File: config.mk
export PLATFORM = sky130hd
export DESIGN_NAME = tpm_axil_txn_master_flat
export DESIGN_NICKNAME = d
export VERILOG_FILES = /design/src/rtl/tpm_axil_pkg.sv /design/src/rtl/tpm_axil_txn_master_if.sv /design/src/rtl/tpm_axil_txn_master.sv /design/src/flat_wrapper.sv
export SDC_FILE = /design/constraint.sdc
export NUM_CORES = 1
export LEC_CHECK = 0
export ABC_AREA = 1
export CAP_MARGIN = 20
export CORE_UTILIZATION = 38
export CTS_CLUSTER_SIZE = 25
export DETAILED_ROUTE_END_ITERATION = 12
export PLACE_DENSITY = 0.81
export SLEW_MARGIN = 20
export SYNTH_ARGS = -nofsm -noshare
export SYNTH_HDL_FRONTEND = slang
export SYNTH_SLANG_ARGS = --single-unit
export TNS_END_PERCENT = 1
File: constraint.sdc
create_clock -name ACLK -period 2.6 [get_ports ACLK]
set_clock_uncertainty 0.15 [all_clocks]
set_input_delay 0.52 -clock ACLK [delete_from_list [all_inputs] [get_ports ACLK]]
set_output_delay 0.52 -clock ACLK [all_outputs]
set_load 0.01 [all_outputs]
File: src/rtl/tpm_axil_pkg.sv
// Shared types and constants for the AXI4-Lite transaction master.
package tpm_axil_pkg;

  typedef enum logic [2:0] {
    StIdle,
    StWrAddrData,
    StWrResp,
    StRdAddr,
    StRdData,
    StDone
  } state_e;

  localparam logic [1:0] AXI_RESP_OKAY   = 2'b00;
  localparam logic [1:0] AXI_RESP_SLVERR = 2'b10;
  localparam logic [1:0] AXI_RESP_DECERR = 2'b11;

  localparam int unsigned TimeoutW = 8;

  function automatic logic resp_is_err(logic [1:0] resp);
    return (resp == AXI_RESP_SLVERR) || (resp == AXI_RESP_DECERR);
  endfunction

endpackage

File: src/rtl/tpm_axil_txn_master_if.sv
// AXI4-Lite bus bundle between the transaction master and its target slave.
interface tpm_axil_txn_master_if #(
  parameter int unsigned DataWidth = 32
) ();
  logic [31:0]            M_AXI_AWADDR;
  logic [2:0]             M_AXI_AWPROT;
  logic                   M_AXI_AWVALID;
  logic                   M_AXI_AWREADY;
  logic [DataWidth-1:0]   M_AXI_WDATA;
  logic [DataWidth/8-1:0] M_AXI_WSTRB;
  logic                   M_AXI_WVALID;
  logic                   M_AXI_WREADY;
  logic [1:0]             M_AXI_BRESP;
  logic                   M_AXI_BVALID;
  logic                   M_AXI_BREADY;
  logic [31:0]            M_AXI_ARADDR;
  logic [2:0]             M_AXI_ARPROT;
  logic                   M_AXI_ARVALID;
  logic                   M_AXI_ARREADY;
  logic [DataWidth-1:0]   M_AXI_RDATA;
  logic [1:0]             M_AXI_RRESP;
  logic                   M_AXI_RVALID;
  logic                   M_AXI_RREADY;

  modport master (
    output M_AXI_AWADDR, M_AXI_AWPROT, M_AXI_AWVALID, M_AXI_WDATA, M_AXI_WSTRB, M_AXI_WVALID,
           M_AXI_BREADY, M_AXI_ARADDR, M_AXI_ARPROT, M_AXI_ARVALID, M_AXI_RREADY,
    input  M_AXI_AWREADY, M_AXI_WREADY, M_AXI_BRESP, M_AXI_BVALID, M_AXI_ARREADY,
           M_AXI_RDATA, M_AXI_RRESP, M_AXI_RVALID
  );

  modport slave (
    input  M_AXI_AWADDR, M_AXI_AWPROT, M_AXI_AWVALID, M_AXI_WDATA, M_AXI_WSTRB, M_AXI_WVALID,
           M_AXI_BREADY, M_AXI_ARADDR, M_AXI_ARPROT, M_AXI_ARVALID, M_AXI_RREADY,
    output M_AXI_AWREADY, M_AXI_WREADY, M_AXI_BRESP, M_AXI_BVALID, M_AXI_ARREADY,
           M_AXI_RDATA, M_AXI_RRESP, M_AXI_RVALID
  );

endinterface

File: src/rtl/tpm_axil_txn_master.sv
// AXI4-Lite master: writes idx+1 to N consecutive words, reads them back and flags mismatches.
// Optional wait-state watchdog enabled by defining TPM_AXIL_TIMEOUT_EN.
module tpm_axil_txn_master
  import tpm_axil_pkg::*;
#(
  parameter logic [31:0] C_M_TARGET_SLAVE_BASE_ADDR = 32'h4000_0000,
  parameter int unsigned C_M_AXI_DATA_WIDTH         = 32,
  parameter int unsigned C_M_TRANSACTIONS_NUM       = 4
) (
  input  logic                  ACLK,
  input  logic                  ARESET,
  input  logic                  INIT_AXI_TXN,
  output logic                  TXN_DONE,
  output logic                  ERROR,
  tpm_axil_txn_master_if.master m_axi
);

  localparam logic [4:0] LastIdx = 5'(C_M_TRANSACTIONS_NUM - 1);

  typedef logic [C_M_AXI_DATA_WIDTH-1:0] data_t;

  function automatic logic [31:0] idx_addr(logic [4:0] i);
    return C_M_TARGET_SLAVE_BASE_ADDR + {25'b0, i, 2'b00};
  endfunction

  function automatic data_t idx_data(logic [4:0] i);
    return C_M_AXI_DATA_WIDTH'(i) + C_M_AXI_DATA_WIDTH'(1);
  endfunction

  state_e      state_q;
  logic [4:0]  idx_q;
  logic        init_q, done_q, err_q;
  logic        awvalid_q, wvalid_q, bready_q, arvalid_q, rready_q;
  logic [31:0] awaddr_q, araddr_q;
  data_t       wdata_q;
  logic        init_pulse, timeout;

  assign init_pulse = INIT_AXI_TXN && !init_q;

`ifdef TPM_AXIL_TIMEOUT_EN
  state_e              prev_q;
  logic [TimeoutW-1:0] tmo_q;
  logic                wait_st;

  assign wait_st = state_q inside {StWrAddrData, StWrResp, StRdAddr, StRdData};
  assign timeout = wait_st && (tmo_q == '1);

  // Counter restarts whenever the FSM has just moved to a new state.
  always_ff @(posedge ACLK) begin
    if (ARESET) begin
      prev_q <= StIdle;
      tmo_q  <= '0;
    end else begin
      prev_q <= state_q;
      if (state_q != prev_q || !wait_st) tmo_q <= '0;
      else if (tmo_q != '1)              tmo_q <= tmo_q + 1'b1;
    end
  end
`else
  assign timeout = 1'b0;
`endif

  always_ff @(posedge ACLK) begin
    if (ARESET) begin
      state_q   <= StIdle;
      idx_q     <= '0;
      init_q    <= 1'b0;
      done_q    <= 1'b0;
      err_q     <= 1'b0;
      awvalid_q <= 1'b0;
      wvalid_q  <= 1'b0;
      bready_q  <= 1'b0;
      arvalid_q <= 1'b0;
      rready_q  <= 1'b0;
      awaddr_q  <= '0;
      araddr_q  <= '0;
      wdata_q   <= '0;
    end else begin
      init_q <= INIT_AXI_TXN;
      if (timeout) begin
        err_q     <= 1'b1;
        done_q    <= 1'b1;
        awvalid_q <= 1'b0;
        wvalid_q  <= 1'b0;
        bready_q  <= 1'b0;
        arvalid_q <= 1'b0;
        rready_q  <= 1'b0;
        state_q   <= StDone;
      end else begin
        unique case (state_q)
          StIdle, StDone: begin
            if (init_pulse) begin
              done_q    <= 1'b0;
              err_q     <= 1'b0;
              idx_q     <= '0;
              awaddr_q  <= idx_addr(5'd0);
              wdata_q   <= idx_data(5'd0);
              awvalid_q <= 1'b1;
              wvalid_q  <= 1'b1;
              state_q   <= StWrAddrData;
            end
          end
          StWrAddrData: begin
            if (awvalid_q && m_axi.M_AXI_AWREADY) awvalid_q <= 1'b0;
            if (wvalid_q && m_axi.M_AXI_WREADY)   wvalid_q  <= 1'b0;
            if ((!awvalid_q || m_axi.M_AXI_AWREADY) && (!wvalid_q || m_axi.M_AXI_WREADY)) begin
              bready_q <= 1'b1;
              state_q  <= StWrResp;
            end
          end
          StWrResp: begin
            if (m_axi.M_AXI_BVALID) begin
              bready_q <= 1'b0;
              if (resp_is_err(m_axi.M_AXI_BRESP)) err_q <= 1'b1;
              if (idx_q == LastIdx) begin
                idx_q     <= '0;
                araddr_q  <= idx_addr(5'd0);
                arvalid_q <= 1'b1;
                state_q   <= StRdAddr;
              end else begin
                idx_q     <= idx_q + 5'd1;
                awaddr_q  <= idx_addr(idx_q + 5'd1);
                wdata_q   <= idx_data(idx_q + 5'd1);
                awvalid_q <= 1'b1;
                wvalid_q  <= 1'b1;
                state_q   <= StWrAddrData;
              end
            end
          end
          StRdAddr: begin
            if (m_axi.M_AXI_ARREADY) begin
              arvalid_q <= 1'b0;
              rready_q  <= 1'b1;
              state_q   <= StRdData;
            end
          end
          StRdData: begin
            if (m_axi.M_AXI_RVALID) begin
              rready_q <= 1'b0;
              if (m_axi.M_AXI_RDATA != idx_data(idx_q) || resp_is_err(m_axi.M_AXI_RRESP)) begin
                err_q <= 1'b1;
              end
              if (idx_q == LastIdx) begin
                done_q  <= 1'b1;
                state_q <= StDone;
              end else begin
                idx_q     <= idx_q + 5'd1;
                araddr_q  <= idx_addr(idx_q + 5'd1);
                arvalid_q <= 1'b1;
                state_q   <= StRdAddr;
              end
            end
          end
          default: state_q <= StIdle;
        endcase
      end
    end
  end

  assign TXN_DONE            = done_q;
  assign ERROR               = err_q;
  assign m_axi.M_AXI_AWADDR  = awaddr_q;
  assign m_axi.M_AXI_AWPROT  = 3'b000;
  assign m_axi.M_AXI_AWVALID = awvalid_q;
  assign m_axi.M_AXI_WDATA   = wdata_q;
  assign m_axi.M_AXI_WSTRB   = '1;
  assign m_axi.M_AXI_WVALID  = wvalid_q;
  assign m_axi.M_AXI_BREADY  = bready_q;
  assign m_axi.M_AXI_ARADDR  = araddr_q;
  assign m_axi.M_AXI_ARPROT  = 3'b000;
  assign m_axi.M_AXI_ARVALID = arvalid_q;
  assign m_axi.M_AXI_RREADY  = rready_q;

endmodule

File: src/flat_wrapper.sv
// flat-port wrapper written by rule: the top's interface ports become plain ports
module tpm_axil_txn_master_flat import tpm_axil_pkg::*;
#(
  parameter logic [31:0] C_M_TARGET_SLAVE_BASE_ADDR = 32'h4000_0000,
  parameter int unsigned C_M_AXI_DATA_WIDTH         = 32,
  parameter int unsigned C_M_TRANSACTIONS_NUM       = 4
)
  (ACLK, ARESET, INIT_AXI_TXN, TXN_DONE, ERROR, m_axi_M_AXI_AWADDR, m_axi_M_AXI_AWPROT, m_axi_M_AXI_AWVALID, m_axi_M_AXI_WDATA, m_axi_M_AXI_WSTRB, m_axi_M_AXI_WVALID, m_axi_M_AXI_BREADY, m_axi_M_AXI_ARADDR, m_axi_M_AXI_ARPROT, m_axi_M_AXI_ARVALID, m_axi_M_AXI_RREADY, m_axi_M_AXI_AWREADY, m_axi_M_AXI_WREADY, m_axi_M_AXI_BRESP, m_axi_M_AXI_BVALID, m_axi_M_AXI_ARREADY, m_axi_M_AXI_RDATA, m_axi_M_AXI_RRESP, m_axi_M_AXI_RVALID);
  tpm_axil_txn_master_if #(.DataWidth(32)) m_axi_i ();
  input  logic ACLK;
  input  logic ARESET;
  input  logic INIT_AXI_TXN;
  output logic TXN_DONE;
  output logic ERROR;
  output wire logic [$bits(m_axi_i.M_AXI_AWADDR)-1:0] m_axi_M_AXI_AWADDR;
  output wire logic [$bits(m_axi_i.M_AXI_AWPROT)-1:0] m_axi_M_AXI_AWPROT;
  output wire logic [$bits(m_axi_i.M_AXI_AWVALID)-1:0] m_axi_M_AXI_AWVALID;
  output wire logic [$bits(m_axi_i.M_AXI_WDATA)-1:0] m_axi_M_AXI_WDATA;
  output wire logic [$bits(m_axi_i.M_AXI_WSTRB)-1:0] m_axi_M_AXI_WSTRB;
  output wire logic [$bits(m_axi_i.M_AXI_WVALID)-1:0] m_axi_M_AXI_WVALID;
  output wire logic [$bits(m_axi_i.M_AXI_BREADY)-1:0] m_axi_M_AXI_BREADY;
  output wire logic [$bits(m_axi_i.M_AXI_ARADDR)-1:0] m_axi_M_AXI_ARADDR;
  output wire logic [$bits(m_axi_i.M_AXI_ARPROT)-1:0] m_axi_M_AXI_ARPROT;
  output wire logic [$bits(m_axi_i.M_AXI_ARVALID)-1:0] m_axi_M_AXI_ARVALID;
  output wire logic [$bits(m_axi_i.M_AXI_RREADY)-1:0] m_axi_M_AXI_RREADY;
  input wire logic [$bits(m_axi_i.M_AXI_AWREADY)-1:0] m_axi_M_AXI_AWREADY;
  input wire logic [$bits(m_axi_i.M_AXI_WREADY)-1:0] m_axi_M_AXI_WREADY;
  input wire logic [$bits(m_axi_i.M_AXI_BRESP)-1:0] m_axi_M_AXI_BRESP;
  input wire logic [$bits(m_axi_i.M_AXI_BVALID)-1:0] m_axi_M_AXI_BVALID;
  input wire logic [$bits(m_axi_i.M_AXI_ARREADY)-1:0] m_axi_M_AXI_ARREADY;
  input wire logic [$bits(m_axi_i.M_AXI_RDATA)-1:0] m_axi_M_AXI_RDATA;
  input wire logic [$bits(m_axi_i.M_AXI_RRESP)-1:0] m_axi_M_AXI_RRESP;
  input wire logic [$bits(m_axi_i.M_AXI_RVALID)-1:0] m_axi_M_AXI_RVALID;
  assign m_axi_M_AXI_AWADDR = m_axi_i.M_AXI_AWADDR;
  assign m_axi_M_AXI_AWPROT = m_axi_i.M_AXI_AWPROT;
  assign m_axi_M_AXI_AWVALID = m_axi_i.M_AXI_AWVALID;
  assign m_axi_M_AXI_WDATA = m_axi_i.M_AXI_WDATA;
  assign m_axi_M_AXI_WSTRB = m_axi_i.M_AXI_WSTRB;
  assign m_axi_M_AXI_WVALID = m_axi_i.M_AXI_WVALID;
  assign m_axi_M_AXI_BREADY = m_axi_i.M_AXI_BREADY;
  assign m_axi_M_AXI_ARADDR = m_axi_i.M_AXI_ARADDR;
  assign m_axi_M_AXI_ARPROT = m_axi_i.M_AXI_ARPROT;
  assign m_axi_M_AXI_ARVALID = m_axi_i.M_AXI_ARVALID;
  assign m_axi_M_AXI_RREADY = m_axi_i.M_AXI_RREADY;
  assign m_axi_i.M_AXI_AWREADY = m_axi_M_AXI_AWREADY;
  assign m_axi_i.M_AXI_WREADY = m_axi_M_AXI_WREADY;
  assign m_axi_i.M_AXI_BRESP = m_axi_M_AXI_BRESP;
  assign m_axi_i.M_AXI_BVALID = m_axi_M_AXI_BVALID;
  assign m_axi_i.M_AXI_ARREADY = m_axi_M_AXI_ARREADY;
  assign m_axi_i.M_AXI_RDATA = m_axi_M_AXI_RDATA;
  assign m_axi_i.M_AXI_RRESP = m_axi_M_AXI_RRESP;
  assign m_axi_i.M_AXI_RVALID = m_axi_M_AXI_RVALID;
  tpm_axil_txn_master #(.C_M_TARGET_SLAVE_BASE_ADDR(C_M_TARGET_SLAVE_BASE_ADDR), .C_M_AXI_DATA_WIDTH(C_M_AXI_DATA_WIDTH), .C_M_TRANSACTIONS_NUM(C_M_TRANSACTIONS_NUM)) u_core (.ACLK(ACLK), .ARESET(ARESET), .INIT_AXI_TXN(INIT_AXI_TXN), .TXN_DONE(TXN_DONE), .ERROR(ERROR), .m_axi(m_axi_i));
endmodule
==> Word-level counts from Yosys, hierarchy flattened <==
Cells that the tools add are included.
{ "totals": {"reg_bits": 112, "in_bits": 44, "output_inout_bits": 113} }
{ "op_classes": {"n_addsub": 4, "n_eq_ne": 24, "muxes": 52, "n_reduce_logical": 33} }
{ "ops": {"columns": ["op", "n"], "rows": [
  ["$mux 32", 9],
  ["$pmux 32 s2", 3],
  ["$add 31x7->32 const A", 1],
  ["$ne 32x32->1", 1],
  ["$mux 5", 5],
  ["$reduce_and 5->1", 5],
  ["$mux 1", 19],
  ["$mux 3", 6],
  ["$ne 2x1->1 const B", 8],
  ["$pmux 3 s5", 1],
  ["$pmux 5 s3", 1],
  ["$add 5x1->6 const B", 2],
  ["$pmux 1 s3", 4],
  ["$reduce_and 6->1", 2],
  ["$ne 2x2->1 const B", 5],
  ["$reduce_bool 2->1", 5],
  ["$reduce_bool 3->1", 3],
  ["$eq 2x2->1 const B", 4],
  ["$reduce_and 4->1", 2],
  ["$eq 3x2->1 const B", 2],
  ["$eq 3x3->1 const B", 2],
  ["$pmux 1 s2", 3],
  ["$reduce_and 3->1", 2],
  ["$add 5x1->5 const B", 1],
  ["8 further kinds", 17]
]} }

==> Logic depth before layout (Yosys ltp) <==
Gate-level depths: netlist of run 1.
{ "depth": {"depth_word": 6, "depth_mapped": 12, "ltp_nobuf": 11} }

==> Worst setup path after synthesis of run 1 <==
Ideal clock, no wire load.
{ "synth_timing": {"path_kind": "flip-flop to flip-flop", "startpoint": "reg u_core.idx_q[0]", "endpoint": "reg u_core.err_q, in the netlist u_core.ERROR", "arrival_time_ps": 1556, "required_ps": 2334, "setup_slack_ps": 779, "stages_incl_launch_ff": 13, "synth_period_minus_slack_ps": 1821, "cell_sequence": "dfxtp_1 > clkbuf_1 > inv_1 > ha_1 > inv_1 > nand2_1 > nand2_1 > nor2_1 > nand3_1 > nor2_1 > nand3_1 > nand2_1 > a21oi_1"} }
{ "synth_via": {"elab_chain_cells": 5} }
{ "synth_lines": {"columns": ["element", "line", "source"], "rows": [
  ["start: declaration", "tpm_axil_txn_master.sv:31", "logic [4:0] idx_q;"],
  ["start signal: assignment", "tpm_axil_txn_master.sv:121", "idx_q <= idx_q + 5'd1;"],
  ["start signal: assignment", "tpm_axil_txn_master.sv:147", "idx_q <= idx_q + 5'd1;"],
  ["$add 5x1->6", "tpm_axil_txn_master.sv:27", "return C_M_AXI_DATA_WIDTH'(i) + C_M_AXI_DATA_WIDTH'(1);"],
  ["$ne 32x32->1", "tpm_axil_txn_master.sv:140", "if (m_axi.M_AXI_RDATA != idx_data(idx_q) || resp_is_err(m_axi.M_AXI_RRESP)) begin"],
  ["$logic_or 1x1->1", "tpm_axil_txn_master.sv:140", null],
  ["$ne 2x1->1 (no source line)", null, null],
  ["$reduce_and 6->1 (no source line)", null, null],
  ["end signal: assignment", "tpm_axil_txn_master.sv:94", "err_q <= 1'b0;"],
  ["end signal: assignment", "tpm_axil_txn_master.sv:114", "if (resp_is_err(m_axi.M_AXI_BRESP)) err_q <= 1'b1;"],
  ["end signal: assignment", "tpm_axil_txn_master.sv:141", "err_q <= 1'b1;"],
  ["end: declaration", "tpm_axil_txn_master.sv:32", "logic init_q, done_q, err_q;"]
]} }
Every way passes these cells.
A chain may end at the register's enable or synchronous reset.

==> Worst setup path in the final report of run 1 <==
Ends and elaborated chain as after synthesis.

==> flow_metrics.env, run 1 <==
export IMPL_grt_start_max_net_pins=20
export IMPL_gp_congestion=0.863
export IMPL_ys_flop_type="dfxtp_1"
export IMPL_cts_resized=0
export IMPL_grt_pass1_vias=2014
export IMPL_critPathMaxStageDelay_ps=520
export IMPL_area_delta_synth_final_pct=20.8
export IMPL_synth_edf_count=0
export IMPL_crit_slowest_cell="dfxtp_1"
export IMPL_cts_setup_buffers=0
export IMPL_p_comb_frac=0.455
export IMPL_worst_pin_slew_ps=545
export IMPL_synth_cells=382
export IMPL_overflow=0
export IMPL_ys_ff_latch=34
export IMPL_drt_initial_drc_count=136
export IMPL_antenna_left=0
export IMPL_min_period_ps=2100
export IMPL_cts_buffers=5
export IMPL_synth_area_um2=2660
export IMPL_async_reset_ff_frac=0
export IMPL_syn_area_per_cell_um2=6.97
export IMPL_drive_above_1_share=0.0889
export IMPL_worst_ep_arrival_time_ps=2140
export IMPL_dieArea_um2=7350
export IMPL_cts_path_max_buffers=2
export IMPL_die_height_um=85.7
export IMPL_status="finished clean"
export IMPL_setup_viol=0
export IMPL_drt_first_pass_iters=4
export IMPL_reg2reg_slack_ps=500
export IMPL_crit_path_max_fanout=10
export IMPL_yosysMostFrequentCell="buf_4"
export IMPL_io_pins=157
export IMPL_powerDensity_nw_per_um2=739
export IMPL_clock_sinks=34
export IMPL_p_sw_w=0.000929
export IMPL_reg2reg_to="u_core.ERROR"
export IMPL_ir_drop_mv=0.754
export IMPL_worstHoldPathType="reg -> reg"
export IMPL_hold_slack_ps=301
export IMPL_pwr_share_seq=0.290
export IMPL_yosysWarnings=0
export IMPL_timing_rr_start="u_core.idx_q[0]"
export IMPL_fin_nets=495
export IMPL_maxClockFrequency_mhz=476
export IMPL_placed_cells=538
export IMPL_synthTopCellsByArea="dfxtp_1 (26%), buf_4 (25%), nand2_1 (11%)"
export IMPL_grt_pass1_wl_um=8960
export IMPL_end_kind="flop"
export IMPL_grt_total_usage=0.153
export IMPL_multi_input_area_um2=1460
export IMPL_wl_per_cell_um=10.2
export IMPL_routed_via_density=4.29
export IMPL_ctsHoldBuffers=0
export IMPL_maxSlewHeadroom=0.635
export IMPL_crit_path_end="u_core.ERROR"
export IMPL_p_leak_nw=1.47
export IMPL_nFillCells=667
export IMPL_port_buffers=66
export IMPL_p_clk_frac=0.255
export IMPL_rsz0062_at_grt="no"
export IMPL_netlist_area_leader_share=0.256
export IMPL_die_width_um=85.7
export IMPL_start_util=0.392
export IMPL_power_total_w=0.00238
export IMPL_core_area_um2=6790
export IMPL_crit_start="u_core.idx_q[0]"
export IMPL_drc=0
export IMPL_cts_tree="built"
export IMPL_synth_seq_area_share=0.256
export IMPL_hpwl_um=4390
export IMPL_p_int_w=0.00145
export IMPL_cp_cell_sequence="ha_1 > nand3_1 > xor2_1 > nand2_1 > nand2_1 > nand3_1 > nand2_1 > a21oi_1"
export IMPL_drv_cap=0
export IMPL_hold_viol=0
export IMPL_start_kind="flop"
export IMPL_worst_r2r_path_depth=8
export IMPL_post_route_util=0.473
export IMPL_antenna_found_initial=0
export IMPL_p_sw_frac=0.390
export IMPL_cp_required_ps=2640
export IMPL_post_route_period_util=0.808
export IMPL_tns_ps=0
export IMPL_routed_wl_um=5590
export IMPL_synth_cell_types=32
export IMPL_clock_latency_ps=290
export IMPL_rows=30
export IMPL_clock_root_buffer="clkbuf_8"
export IMPL_regArea_um2=681
export IMPL_synth_common_cells="buf_4 (88), nand2_1 (79), nor2_1 (38)"
export IMPL_drv_slew=0
export IMPL_finalNonFillerCells=546
export IMPL_diodes=0
export IMPL_path_clk_slew_ps=70
export IMPL_crit_top_cell="nand2_1"
export IMPL_yosysTopAreaCell="dfxtp_1"
export IMPL_h_tree_depth=2
export IMPL_vias=2344
export IMPL_path_class="reg -> reg"
[how the worst min path moves through the flow]
stage,from,end,slack (ps),cells after the start
after global placement,u_core.ERROR,u_core.ERROR,290,2
after global routing,u_core.ERROR,u_core.ERROR,330,2
final,u_core.ERROR,u_core.ERROR,300,2
after floorplan,u_core.ERROR,u_core.ERROR,320,2
after CTS,u_core.ERROR,u_core.ERROR,300,2
after detailed placement,u_core.ERROR,u_core.ERROR,290,2
[power groups by stage]
| stage | sequential, W | clock, W | combinational [W] |
|---|---|---|---|
| after floorplan | 0.000716 | 0 | 0.000868 |
| after global placement | 0.000696 | 0 | 0.00104 |
| after detailed placement | 0.000698 | 0 | 0.00106 |
| after CTS | 0.000689 | 0.000617 | 0.00108 |
| after global routing | 0.000702 | 0.000637 | 0.00119 |
| final | 0.000690 | 0.000607 | 0.00108 |
[per-layer routing]
metal | wire, um | vias to the layer above | global-route usage
met5 | 0 | - | 0
met4 | 107 | 0 | 0.0712
met3 | 483 | 12 | 0.0337
met2 | 2700 | 112 | 0.271
met1 | 2290 | 1059 | 0.175
li1 | - | 1161 | -
[layout make-up]
| class | instances | share of cell area |
|---|---|---|
| clock inverter | 2 | 0.0187 |
| multi-input combinational | 304 | 0.455 |
| tap | 96 | 0.0373 |
| sequential | 34 | 0.212 |
| inverter | 36 | 0.0420 |
| timing repair buffer | 68 | 0.210 |
| clock buffer | 6 | 0.0257 |
[layout by cell type, fill, tap and decap left out]
| master | netlist | final |
|---|---|---|
| conb_1 | 2 | 88 |
| nand2_1 | 79 | 79 |
| clkdlybuf4s50_1 | 0 | 66 |
| nor2_1 | 38 | 38 |
| dfxtp_1 | 34 | 34 |
| a21oi_1 | 30 | 30 |
| inv_1 | 29 | 29 |
| nand3_1 | 18 | 18 |
| o21ai_0 | 12 | 12 |
| inv_2 | 7 | 7 |
| clkbuf_8 | 0 | 6 |
| nor2_4 | 4 | 4 |
| nand2_2 | 4 | 4 |
| nand4_1 | 4 | 4 |
| nand3_4 | 3 | 3 |
| nand3b_1 | 3 | 3 |
| nand2_4 | 2 | 2 |
| o21a_1 | 2 | 2 |
| nand3_2 | 2 | 2 |
| nor2_2 | 2 | 2 |
| xor2_1 | 2 | 2 |
| nor3_4 | 2 | 2 |
| ha_1 | 2 | 2 |
| bufinv_16 | 0 | 2 |
| buf_4 | 88 | 2 |
| nand2_8 | 1 | 1 |
| nand4_2 | 1 | 1 |
| nor2_8 | 1 | 1 |
| o22ai_1 | 1 | 1 |
| a211oi_1 | 1 | 1 |
| o21ai_1 | 1 | 1 |
| or2_2 | 1 | 1 |
[critical path, delay by kind of cell (launching register included)]
kind | cells | cell delay [ps]
and+or+nand+nor | 5 | 490
adders and majority gates | 1 | 300
DFF | 1 | 520
xor gates and xnor gates | 1 | 480
AOI/OAI and AO/OA | 1 | 50
[cells by family after synthesis]
group,Yosys count,synth area share
and+or+nand+nor,165,0.318
buffers and inverters,130,0.316
AOI/OAI and AO/OA,47,0.0916
DFF,34,0.256
xor gates and xnor gates,2,0.00658
adders and majority gates,2,0.00940
other,2,0.00282
[through the flow]
step | cell area, um2 | setup WS, ps
2_1_floorplan | 2990 | 779
5_1_grt | 3220 | 245
3_5_place_dp | 3070 | 391
4_1_cts | 3220 | 447
6_report | 3220 | 500
3_3_place_gp | 3070 | 417
[state kept, by name, indices dropped and copies added (netlist names), 3 cells and up]
name                       cells
u_core.idx_q                   5
u_core.m_axi.M_AXI_ARADDR      6
u_core.m_axi.M_AXI_AWADDR      6
u_core.m_axi.M_AXI_WDATA       6
u_core.state_q                 3
(Power assumes the default switching activity.)
==> inputs of run 2 (changes only) <==
==> constraint.sdc (replaced) <==
create_clock -name ACLK -period 2.1 [get_ports ACLK]
set_clock_uncertainty 0.15 [all_clocks]
set_input_delay 0.42 -clock ACLK [delete_from_list [all_inputs] [get_ports ACLK]]
set_output_delay 0.42 -clock ACLK [all_outputs]
set_load 0.01 [all_outputs]
==> flow_metrics.env, run 2 (synthesis results as in run 1) <==
export IMPL_status="finished clean"
export IMPL_cts_path_max_buffers=2
export IMPL_crit_path_max_fanout=7
export IMPL_cts_tree="built"
export IMPL_ctsHoldBuffers=0
export IMPL_fin_nets=499
export IMPL_maxClockFrequency_mhz=528
export IMPL_grt_pass1_wl_um=9030
export IMPL_clock_root_buffer="clkbuf_8"
export IMPL_grt_total_usage=0.151
export IMPL_routed_wl_um=5500
export IMPL_p_comb_frac=0.499
export IMPL_antenna_found_initial=0
export IMPL_powerDensity_nw_per_um2=849
export IMPL_gp_congestion=0.914
export IMPL_setup_viol=0
export IMPL_hpwl_um=4480
export IMPL_cts_buffers=5
export IMPL_cp_required_ps=2130
export IMPL_grt_start_max_net_pins=17
export IMPL_drt_first_pass_iters=6
export IMPL_place_area_um2=3100
export IMPL_final_cell_mix="conb_1 (88), nand2_1 (79), clkdlybuf4s50_1 (66), nor2_1 (38), dfxtp_1 (33)"
export IMPL_pwr_share_seq=0.312
export IMPL_clock_sinks=34
export IMPL_die_height_um=85.7
export IMPL_drt_initial_drc_count=96
export IMPL_vias=2305
export IMPL_path_clk_slew_ps=70
export IMPL_h_tree_depth=2
export IMPL_cts_setup_buffers=0
export IMPL_finalNonFillerCells=550
export IMPL_p_leak_nw=1.47
export IMPL_rsz0062_at_grt="no"
export IMPL_nFillCells=680
export IMPL_start_util=0.392
export IMPL_layout_commonest_cell="conb_1"
export IMPL_antenna_left=0
export IMPL_tns_ps=0
export IMPL_wl_per_cell_um=10.0
export IMPL_die_width_um=85.7
export IMPL_worst_ep_arrival_time_ps=1920
export IMPL_end_kind="flop"
export IMPL_overflow=0
export IMPL_p_int_w=0.00158
export IMPL_drc=0
export IMPL_grt_pass1_vias=2068
export IMPL_post_route_util=0.471
export IMPL_drv_cap=0
export IMPL_hold_viol=0
export IMPL_ir_drop_mv=0.781
export IMPL_min_period_ps=1890
export IMPL_rows=30
export IMPL_io_pins=157
export IMPL_port_buffers=66
export IMPL_path_class="reg -> reg"
export IMPL_p_clk_frac=0.189
export IMPL_fin_area_um2=3200
export IMPL_p_sw_frac=0.420
export IMPL_dieArea_um2=7350
export IMPL_drive_above_1_share=0.101
export IMPL_cts_resized=0
export IMPL_clock_latency_ps=290
export IMPL_diodes=0
export IMPL_worst_r2r_path_depth=8
export IMPL_worstHoldPathType="reg -> reg"
export IMPL_routed_via_density=4.19
export IMPL_p_sw_w=0.00114
export IMPL_start_kind="flop"
export IMPL_core_area_um2=6790
export IMPL_drv_slew=0
export IMPL_placed_cells=542
export IMPL_area_delta_synth_final_pct=20.3
export IMPL_min_path_cells=2
export IMPL_post_route_period_util=0.902
[run 2: changes by cell type in the layout (fill, tap and decap cells not counted)]
cell,previous run,this run
ha_1,2,1
dfxtp_2,0,1
dfxtp_1,34,33
buf_4,2,6
bufinv_16,2,0
clkinvlp_4,0,1
ha_2,0,1
clkinv_2,0,1
[run 2: final cells by class]
cell class              instances  area (um2)  area share
clock buffers                   6        82.6      0.0258
multi-input cells             304        1470       0.457
flip-flops and latches         34         682       0.213
well taps                      96         120      0.0375
repair buffers                 72         706       0.220
clock inverters                 2        12.5     0.00391
inverters                      36         135      0.0422
[run 2: path summary, 6_finish.rpt]
check                       start                           end  slack, ps
hold reg to reg      u_core.ERROR                  u_core.ERROR        300
hold / removal       u_core.ERROR                  u_core.ERROR        300
setup reg to reg  u_core.idx_q[1]  u_core.m_axi.M_AXI_ARADDR[4]        210
setup / recovery  u_core.idx_q[1]  u_core.m_axi.M_AXI_ARADDR[4]        210
[run 2: power groups by stage]
stage	Combinational [W]	Sequential, W	Clock [W]
2_1_floorplan	0.00108	0.000887	0
3_3_place_gp	0.00132	0.000859	0
3_5_place_dp	0.00136	0.000859	0
4_1_cts	0.00136	0.000847	0.000526
5_1_grt	0.00150	0.000865	0.000553
6_report	0.00136	0.000848	0.000513
[run 2: metrics by stage]
step | hold slack [ps] | setup slack, ps | power, W
2_1_floorplan | 321 | 279 | 0.00196
3_5_place_dp | 287 | 13.1 | 0.00222
6_report | 295 | 206 | 0.00272
5_1_grt | 332 | 44.4 | 0.00292
3_3_place_gp | 288 | 26.7 | 0.00218
4_1_cts | 298 | 159 | 0.00274
[run 2: worst max-delay path, cell delays in order, from the launching register on]
cell	delay, ps
dfxtp_1	430
ha_2	260
nand4_2	220
nand2_2	180
nand3_2	120
nor2_2	150
nand2_2	130
nand2_1	80
a21oi_1	60
[run 2: metal layers]
metal  vias to the layer above  GRT usage  routed length (um)
met1                      1019      0.182                2290
li1                       1167          -                   -
met4                         0     0.0424                  63
met5                         -          0                   0
met2                       111      0.267                2660
met3                         8     0.0385                 494
==> inputs of run 3 (changes only) <==
--- a/config.mk
+++ b/config.mk
@@ -11,6 +11,7 @@
 export CTS_CLUSTER_SIZE = 25
 export DETAILED_ROUTE_END_ITERATION = 12
 export PLACE_DENSITY = 0.81
+export SKIP_CTS_REPAIR_TIMING = 1
 export SLEW_MARGIN = 20
 export SYNTH_ARGS = -nofsm -noshare
 export SYNTH_HDL_FRONTEND = slang
==> results of run 3 <==
The final DEF is identical to that of run 2; final timing and power are the same.
